$ cat src/rtl/syscall_unit.sv
// MIPS syscall handler: print-with-pause, exit/halt and a saturating
// count of serviced syscalls for the board display.
module syscall_unit #(
    parameter int DATA_WIDTH   = 32,
    parameter int PAUSE_CYCLES = 4,
    parameter int CNT_WIDTH    = 16
) (
    input  logic                  clk,
    input  logic                  rst,
    input  logic                  syscall,
    input  logic [DATA_WIDTH-1:0] v0_data,
    input  logic [DATA_WIDTH-1:0] a0_data,
    input  logic                  resume,
    output logic                  stall,
    output logic                  halted,
    output logic [DATA_WIDTH-1:0] disp_data,
    output logic                  disp_valid,
    output logic [CNT_WIDTH-1:0]  sys_count
);

    localparam int PW =
        (PAUSE_CYCLES > 1) ? $clog2(PAUSE_CYCLES) : 1;

    localparam logic [DATA_WIDTH-1:0] SVC_PINT = DATA_WIDTH'(1);
    localparam logic [DATA_WIDTH-1:0] SVC_PHEX = DATA_WIDTH'(34);
    localparam logic [DATA_WIDTH-1:0] SVC_EXIT = DATA_WIDTH'(10);

    typedef enum logic [1:0] {
        IDLE = 2'd0,
        SHOW = 2'd1,
        HALT = 2'd2
    } state_t;

    state_t                state, state_d;
    logic [PW-1:0]         pcnt, pcnt_d;
    logic [DATA_WIDTH-1:0] disp_d;
    logic                  valid_d;
    logic [CNT_WIDTH-1:0]  count_d;
    logic [CNT_WIDTH-1:0]  count_inc;
    logic                  is_print;
    logic                  is_exit;

    assign is_print = (v0_data == SVC_PINT) ||
                      (v0_data == SVC_PHEX);
    assign is_exit  = (v0_data == SVC_EXIT);

    // Saturate rather than wrap so the display never rolls back to 0
    assign count_inc = (sys_count == '1) ?
                       sys_count : sys_count + CNT_WIDTH'(1);

    always_comb begin
        state_d = state;
        pcnt_d  = pcnt;
        disp_d  = disp_data;
        valid_d = disp_valid;
        count_d = sys_count;
        unique case (state)
            IDLE: begin
                if (syscall) begin
                    count_d = count_inc;
                    if (is_print) begin
                        disp_d  = a0_data;
                        valid_d = 1'b1;
                        pcnt_d  = PW'(PAUSE_CYCLES - 1);
                        state_d = SHOW;
                    end else if (is_exit) begin
                        state_d = HALT;
                    end
                end
            end
            SHOW: begin
                if (resume || pcnt == '0) begin
                    pcnt_d  = '0;
                    state_d = IDLE;
                end else begin
                    pcnt_d = pcnt - PW'(1);
                end
            end
            HALT: begin
                state_d = HALT;
            end
            default: begin
                state_d = IDLE;
            end
        endcase
    end

    always_ff @(posedge clk) begin
        if (rst) begin
            state      <= IDLE;
            pcnt       <= '0;
            disp_data  <= '0;
            disp_valid <= 1'b0;
            sys_count  <= '0;
        end else begin
            state      <= state_d;
            pcnt       <= pcnt_d;
            disp_data  <= disp_d;
            disp_valid <= valid_d;
            sys_count  <= count_d;
        end
    end

    assign stall  = (state != IDLE);
    assign halted = (state == HALT);

endmodule

$ cat config.mk
export PLATFORM = sky130hd
export DESIGN_NAME = syscall_unit
export DESIGN_NICKNAME = d
export VERILOG_FILES = /design/src/rtl/syscall_unit.sv
export SDC_FILE = /design/constraint.sdc
export NUM_CORES = 1
export LEC_CHECK = 0
export ABC_CLOCK_PERIOD_IN_PS = 3100
export CAP_MARGIN = 20
export CELL_PAD_IN_SITES_DETAIL_PLACEMENT = 0
export CELL_PAD_IN_SITES_GLOBAL_PLACEMENT = 1
export CORE_MARGIN = 2
export CORE_UTILIZATION = 29
export CTS_BUF_LIST = sky130_fd_sc_hd__clkbuf_16
export DETAILED_ROUTE_END_ITERATION = 10
export GPL_TIMING_DRIVEN = 0
export PLACE_DENSITY_LB_ADDON = 0.3
export SLEW_MARGIN = 20
export SYNTH_ARGS = -nofsm -noshare
export SYNTH_HDL_FRONTEND = slang
export SYNTH_SLANG_ARGS = --single-unit
$ cat constraint.sdc
create_clock -name clk -period 3.1 [get_ports clk]
set_clock_uncertainty 0.1 [all_clocks]
set_input_delay 0.93 -clock clk [delete_from_list [all_inputs] [get_ports clk]]
set_output_delay 0.93 -clock clk [all_outputs]
set_load 0.03 [all_outputs]
======== Yosys cells after proc, flatten, opt, wreduce, memory -nomap -nowiden ========
Index checks and enable logic that the tools add are counted.
storage, ports and cells
  bits in registers ....................... 53
  bits of input ports ..................... 68
  logic and storage cells ................. 37
operators by class
  $add $sub $neg .......................... 2
  eq/ne operators ......................... 10
  multiplexer cells ....................... 9
  bitwise operators ....................... 1
  reductions and logical operators ........ 10
operators with widths
  operator                 number
  $eq A32 B1 Y1 const B    1
  $eq A32 B4 Y1 const B    1
  $eq A32 B6 Y1 const B    1
  $add A16 B1 Y16 const B  1
  $eq A16 B16 Y1 const B   1
  $mux W2                  7
  $reduce_and A3 Y1        4
  $ne A2 B2 Y1 const B     3
  $pmux W2 S3              1
  $logic_not A2 Y1         2
  $pmux W2 S2              1
  $reduce_bool A2 Y1       2
  $ne A3 B3 Y1 const B     1
  $eq A2 B1 Y1 const B     1
  $eq A2 B2 Y1 const B     1
  $logic_or A1 B1 Y1       2
  $sub A2 B1 Y2 const B    1
  $not A1 Y1               1

======== Longest topological paths before layout ========
Gate-level depths: netlist (run 1).
  word-level depth ........................ 5
  depth in mapped cells ................... 7
  depth with buffers taken out ............ 6

======== Worst setup path before layout (run 1) ========
Ideal clock, no wire load.
  path type ............................... input port to flip-flop
  start ................................... input syscall
  end ..................................... register sys_count[11]
  library setup time ...................... 0.121 ns
  arrival time ............................ 2.066 ns
  required time ........................... 2.879 ns
  path slack .............................. 0.812 ns
  stages .................................. 5
  buffers on the path ..................... 0
  cells stage by stage .................... nor3b_2 nand4_1 nor3b_2 and3_4 mux2_4
between the ends
  cells in the longest elaborated chain, start to end .. 1
RTL lines
  what                                RTL line  source
  start, declared                     10        input logic syscall,
  $reduce_and A3 Y1 (no source line)  -
  end signal, assigned                100       sys_count <= count_d;
  end, declared                       18        output logic [CNT_WIDTH-1:0] sys_count
Every way passes these cells.
A chain may end at the register's enable or synchronous reset.

======== Final worst setup path (run 1) ========
  start ................................... input v0_data[6]
  end ..................................... register disp_data[20]
between the ends
  cells in the longest elaborated chain, start to end .. 3
  elaborated cells between the ends (all ways) .. 4
  classes of those cells .................. 2 x eq/ne; 2 x reduce/logical
RTL lines
  what                                                   RTL line  source
  start, declared                                        11        input logic [DATA_WIDTH-1:0] v0_data,
  $eq A32 B1 Y1 / $eq A32 B6 Y1 (equally long branches)  43, 44
  $logic_or A1 B1 Y1 *                                   43        assign is_print = (v0_data == SVC_PINT) ||
  $reduce_and A3 Y1 (no source line) *                   -
  end signal, assigned                                   98        disp_data <= disp_d;
  end, declared                                          16        output logic [DATA_WIDTH-1:0] disp_data,
Mark *: on every way between the ends. The rest lies on a longest branch, timed or not.

==> qor.csv, run 1 <==
metric,value,unit
synth_seq_cells,53,
diodes,0,
syn_inst,269,
synth_most_common_cell,nand2_1,
clk_pin_slew_worst_paths,0.06,ns
drive_above_1_share,5.84,%
antenna_found_initial,0,
core_area,0.00761,mm²
initial_core_util,29.6,%
synthToLayoutAreaGrowth,64.0,%
cts_resized,0,
cts_tree,built,
worstSetupEndpoint,disp_data[20],
synthAdderAreaFrac,1.11,%
gp_congestion,0.733,
cp_max_fo,10,
synth-xor-area-share,4.67,%
syn-mean-instance-area,8.36,µm²
first_pass_iters,4,
fillCellCount,772,
fin_util,48.5,%
cts_hold_buf,0,
wire_per_inst,12.3,µm
postRouteAntennaNets,0,
peakVddDrop,0.222,mV
grt_overflow,0,
h-tree-depth,2,
post-route-drc-count,0,
path_buf_inv,2,
fp.dieW,92.1,µm
max_freq,368,MHz
r2r-start,sys_count[0],
cp_data_arrival_time,2.77,ns
async_flop_share,0,%
hold_violations,0,
syn_nets,339,
viasPerCell,4.53,
stdcell_area,0.00369,mm²
p_leak,1.26,nW
fin_crit,2.72,ns
synth.largest_area_cell,dfxtp_1,
io_buffers,117,
yosysWarnings,0,
cts_root_buffer,clkbuf_16,
totalWireLength,6100,µm
ys_seq_area_share,47.2,%
vias,2245,
synth_common_cells,"nand2_1 (68), dfxtp_1 (53), a21oi_1 (35)",
cpMaxStageDelayCell,clkdlybuf4s50_1,
synth_top_family_by_area,simple AND/OR/NAND/NOR gates,
grt_pass1_wl,10200,µm
worstReg2RegEnd,sys_count[11],
synth-compound-area-share,10.1,%
synth_mux_area_share,1.17,%
min_from,disp_data[16],
dieHeight,92.1,µm
ys.flop_type,dfxtp_1,
dieArea,0.00848,mm²
tightest_slew,0.600,ns
cts_setup_buffers,0,
setup_viol,0,
cp.depth,7,
synthTopCellsByArea,"dfxtp_1 (47%), nand2_1 (11%), a21oi_1 (7.8%)",
synth-edff-count,0,
ios,119,
cts.sinks,53,
synth_top_cell_area_share,47.2,%
cts_buffers,5,
drv_slew,0,
outcome,completed,
reg2reg_slack,1.09,ns
rsz0062_at_grt,no,
slowest_delay,0.40,ns
fin_nets,463,
synthSimpleGateAreaFrac,31.0,%
grt_max_degree,16,
r2r.worst_path.cells,7,
setup.worst_path.start,v0_data[6],
critical_path.cell_chain,clkdlybuf4s50_1 > nor4_1 > nand4_1 > nand4b_1 > clkbuf_1 > nand2_1 > a21oi_1,
path_class,in2reg,
cp-end-kind,flop,
clk_path_buf_depth,2,
place_area,0.00355,mm²
clock_latency,0.28,ns
finalCritPeriodShare,87.7,%
num_rows,32,
dpl.hpwl,4710,µm
min-delay-path-class,reg2reg,
drt_iter0_drc,52,
ys_types,40,
p_per_area,363,mW/mm²
cp-start-kind,primary input,
maxCapViolCount,0,
cp_data_required_time,3.15,ns
relSlewSlack,60.0,%
grt_usage,14.5,%
crit_family,simple AND/OR/NAND/NOR gates,
finalSetupTns,0,ns
synth_area,0.00225,mm²
grt_pass1_vias,2211,
-- sequential cells by signal, summed over array words and instances (netlist names) --
register	cells
pcnt	2
disp_valid	1
sys_count	16
disp_data	32
state	2
-- stage by stage --
step | total power, mW | worst slack (ns) | hold WS [ns] | cells
2_1_floorplan | 0.729 | 0.812 | 0.383 | 269
3_3_place_gp | 0.827 | 0.0583 | 0.341 | 488
3_5_place_dp | 0.827 | 0.0313 | 0.346 | 488
4_1_cts | 1.36 | 0.340 | 0.356 | 496
5_1_grt | 1.40 | 0.171 | 0.371 | 496
6_report | 1.34 | 0.380 | 0.351 | 496
-- worst min-delay path by stage --
stage,end,slack [ns],cells past startpoint
after detailed placement,disp_data[6],0.35,2
after floorplan,state[1],0.38,1
final,disp_data[16],0.35,2
after global placement,disp_data[5],0.34,2
after CTS,disp_data[6],0.36,2
after global routing,disp_data[8],0.37,2
-- placed cells by master (no fill, tap or decap), types with 5 or more instances in the layout --
cell,count
nor2b_1,6
a21oi_1,35
dfxtp_1,53
clkdlybuf4s50_1,117
nor2_1,21
nand4_1,6
nor4_1,7
and3_1,5
nand2_1,68
clkbuf_16,5
clkbuf_1,8
xnor2_1,8
-- power breakdown --
group | switching [mW] | internal, mW
Combinational | 0.0384 | 0.0861
Clock | 0.235 | 0.294
Sequential | 0.00344 | 0.683
-- cells by family (layout without fill, tap and decap cells) --
| kind of cell | count (synthesis) | in the layout |
|---|---|---|
| and+or+nand+nor | 140 | 140 |
| adders and majority gates | 2 | 2 |
| AOI/OAI and AO/OA | 42 | 42 |
| muxes | 2 | 2 |
| buffers and inverters | 18 | 143 |
| xor gates and xnor gates | 12 | 12 |
| DFF | 53 | 53 |
-- worst min-delay path, delay by kind of cell, from the launching register on --
family	cells	cell delay [ns]
AO/OA/AOI/OAI	1	0.05
flip-flops	1	0.31
AND/OR/NAND/NOR	1	0.05
-- per-layer routing --
layer	share of wire, %	GRT usage (%)
met4	0.79	2.86
met5	0	0
met3	6.9	4.44
met1	48	18.6
met2	44	24.3
-- cell type report --
| cell class | instances | area, µm² | share of cell area, % |
|---|---|---|---|
| Sequential cell | 53 | 1060 | 28.8 |
| Inverter | 2 | 7.51 | 0.204 |
| Clock inverter | 3 | 15.0 | 0.407 |
| Buffer | 16 | 100 | 2.71 |
| Multi-Input combinational cell | 198 | 1080 | 29.3 |
| Tap cell | 102 | 128 | 3.46 |
| Timing Repair Buffer | 117 | 1170 | 31.8 |
| Clock buffer | 5 | 125 | 3.39 |
Note: power is estimated with default switching activity, not from simulation.
==> run 2: changes to the inputs <==
Settings changed: SETUP_SLACK_MARGIN set to 0.1.
==> results of run 2 <==
The final DEF is identical to that of run 1; final timing and power are the same.
==> run 3: changes to the inputs <==
Settings changed: CORE_ASPECT_RATIO set to 2, PLACE_DENSITY_LB_ADDON 0.3 to 0.1.
==> run 3 against run 2 <==
Effect of this change: setup slack lost 0.026 ns; global-route usage increased by 1.2 points; sequential share of layout area increased by 0.11 points; flip-flop and latch count unchanged; critical path depth down 1; hold slack better by 0.0027 ns; critical path type unchanged; highest routed layer unchanged; fmax is 0.95% lower.
==> qor.csv, run 3 (synthesis gave the netlist of run 1 again) <==
metric,value,unit,change
post-route-drc-count,0,,unchanged
grt_max_degree,15,,-1
fp.dieW,66.3,µm,-28%
clock_latency,0.29,ns,about the same
finalCritPeriodShare,88.6,%,+0.84 points
cts_tree,built,,
cts_setup_buffers,0,,unchanged
mostFrequentLayoutCell,clkdlybuf4s50_1,,
path_class,in2reg,,
dieHeight,129,µm,+40%
drt_iter0_drc,51,,-1.9%
clk_path_buf_depth,2,,unchanged
largest_reg_flops,32,,unchanged
cts_resized,0,,unchanged
cts.sinks,53,,unchanged
wire_per_inst,13.5,µm,+9.5%
max_freq,364,MHz,-0.95%
fin_nets,463,,unchanged
rsz0062_at_grt,no,,
grt_pass1_wl,10200,µm,+0.47%
dieArea,0.00852,mm²,+0.51%
cts_buffers,5,,unchanged
crit_family,simple AND/OR/NAND/NOR gates,,
peakVddDrop,0.307,mV,+38%
dpl.hpwl,5150,µm,+9.5%
clk_pin_slew_worst_paths,0.06,ns,about the same
num_rows,45,,+41%
cp-start-kind,primary input,,
cts_root_buffer,clkbuf_16,,
r2r-start,sys_count[0],,
fin_crit,2.75,ns,+0.0262 ns
grt_overflow,0,,unchanged
antenna_found_initial,0,,unchanged
drive_above_1_share,5.58,%,-0.25 points
cts_hold_buf,0,,unchanged
slowest_delay,0.50,ns,+0.10 ns
outcome,completed,,
setup.worst_path.start,syscall,,
grt_usage,15.8,%,+1.2 points
io_buffers,117,,unchanged
diodes,0,,unchanged
critical_path.cell_chain,clkdlybuf4s50_1 > nor3b_2 > nand4_1 > nor3b_2 > and3_4 > mux2_4,,
first_pass_iters,4,,unchanged
totalWireLength,6570,µm,+7.7%
synthToLayoutAreaGrowth,63.3,%,
reg_top3,"disp_data (32), sys_count (16)",,
setup_viol,0,,unchanged
fin_util,48.7,%,+0.22 points
gp_congestion,0.748,,+2.1%
path_buf_inv,1,,-1
cp-end-kind,flop,,
drv_slew,0,,unchanged
cp.depth,6,,-1
initial_core_util,29.8,%,+0.25 points
viasPerCell,4.64,,+2.6%
vias,2266,,+0.94%
cp_data_required_time,3.18,ns,+0.03 ns
cp_data_arrival_time,2.82,ns,+0.05 ns
relSlewSlack,63.0,%,+3.0 points
p_leak,1.26,nW,+0.41%
finalSetupTns,0,ns,unchanged
min_from,disp_data[21],,
r2r.worst_path.cells,7,,unchanged
tightest_slew,0.555,ns,-0.0453 ns
min_path_cells,2,,unchanged
final_cell_mix,"clkdlybuf4s50_1 (117), nand2_1 (68), dfxtp_1 (53), a21oi_1 (35), nor2_1 (21)",,
ios,119,,unchanged
p_per_area,363,mW/mm²,about the same
grt_pass1_vias,2124,,-3.9%
regMostFlops,disp_data,,
cp_max_fo,5,,-5
hold_violations,0,,unchanged
core_area,0.00754,mm²,-0.82%
postRouteAntennaNets,0,,unchanged
crit_top_cell,nor3b_2,,
min-delay-path-class,reg2reg,,
h-tree-depth,2,,unchanged
cpMaxStageDelayCell,clkdlybuf4s50_1,,
maxCapViolCount,0,,unchanged
[run 3: changes by cell type in the layout (fill, tap and decap cells not counted)]
cell and delta:
inv_1 +1, clkinvlp_4 -1
[run 3: per-layer routing]
layer	vias to the layer above	GRT usage, %	part of all wire (%)
met3	17	3.76	5.4
li1	1158	-	-
met5	-	0	0
met1	1020	14.7	35
met2	71	29.8	55
met4	0	9.00	4.0
[run 3: cell type report]
class / count / area, µm²
fillers: 769 / 3870
repair buffers: 117 / 1170
multi-input cells: 198 / 1080
flip-flops and latches: 53 / 1060
clock buffers: 5 / 125
well taps: 94 / 118
plain buffers: 16 / 100
clock inverters: 3 / 11.3
inverters: 2 / 7.51
[run 3: where the power goes]
part | leakage [nW] | total [mW] | switching [mW] | internal (mW)
combinational | 0.757 | 0.125 | 0.0387 | 0.0862
sequential | 0.427 | 0.687 | 0.00347 | 0.683
clock | 0.0776 | 0.523 | 0.232 | 0.291
[run 3: worst paths after layout]
| path | endpoint | slack, ns |
|---|---|---|
| worst max register to register | sys_count[11] | 1.05 |
| worst min-delay path | disp_data[21] | 0.35 |
| worst min register to register | disp_data[21] | 0.35 |
| worst max-delay path | sys_count[11] | 0.35 |
[run 3: per-stage QoR]
stage                     area [µm²]  setup WS [ns]  power (mW)  instances  hold WS [ns]
after detailed placement        3540         0.0290       0.828        480         0.346
after global placement          3540         0.0501       0.828        480         0.341
after CTS                       3670          0.326        1.36        488         0.356
after floorplan                 2250          0.812       0.729        269         0.383
after global routing            3670          0.123        1.39        488         0.372
final                           3670          0.354        1.33        488         0.354
[run 3: worst register-to-register path: stages (launching register included)]
cell	delay [ns]
dfxtp_1	0.35
ha_1	0.24
and3_1	0.18
and4_4	0.18
buf_6	0.13
nor3b_2	0.25
and3_4	0.22
mux2_4	0.29
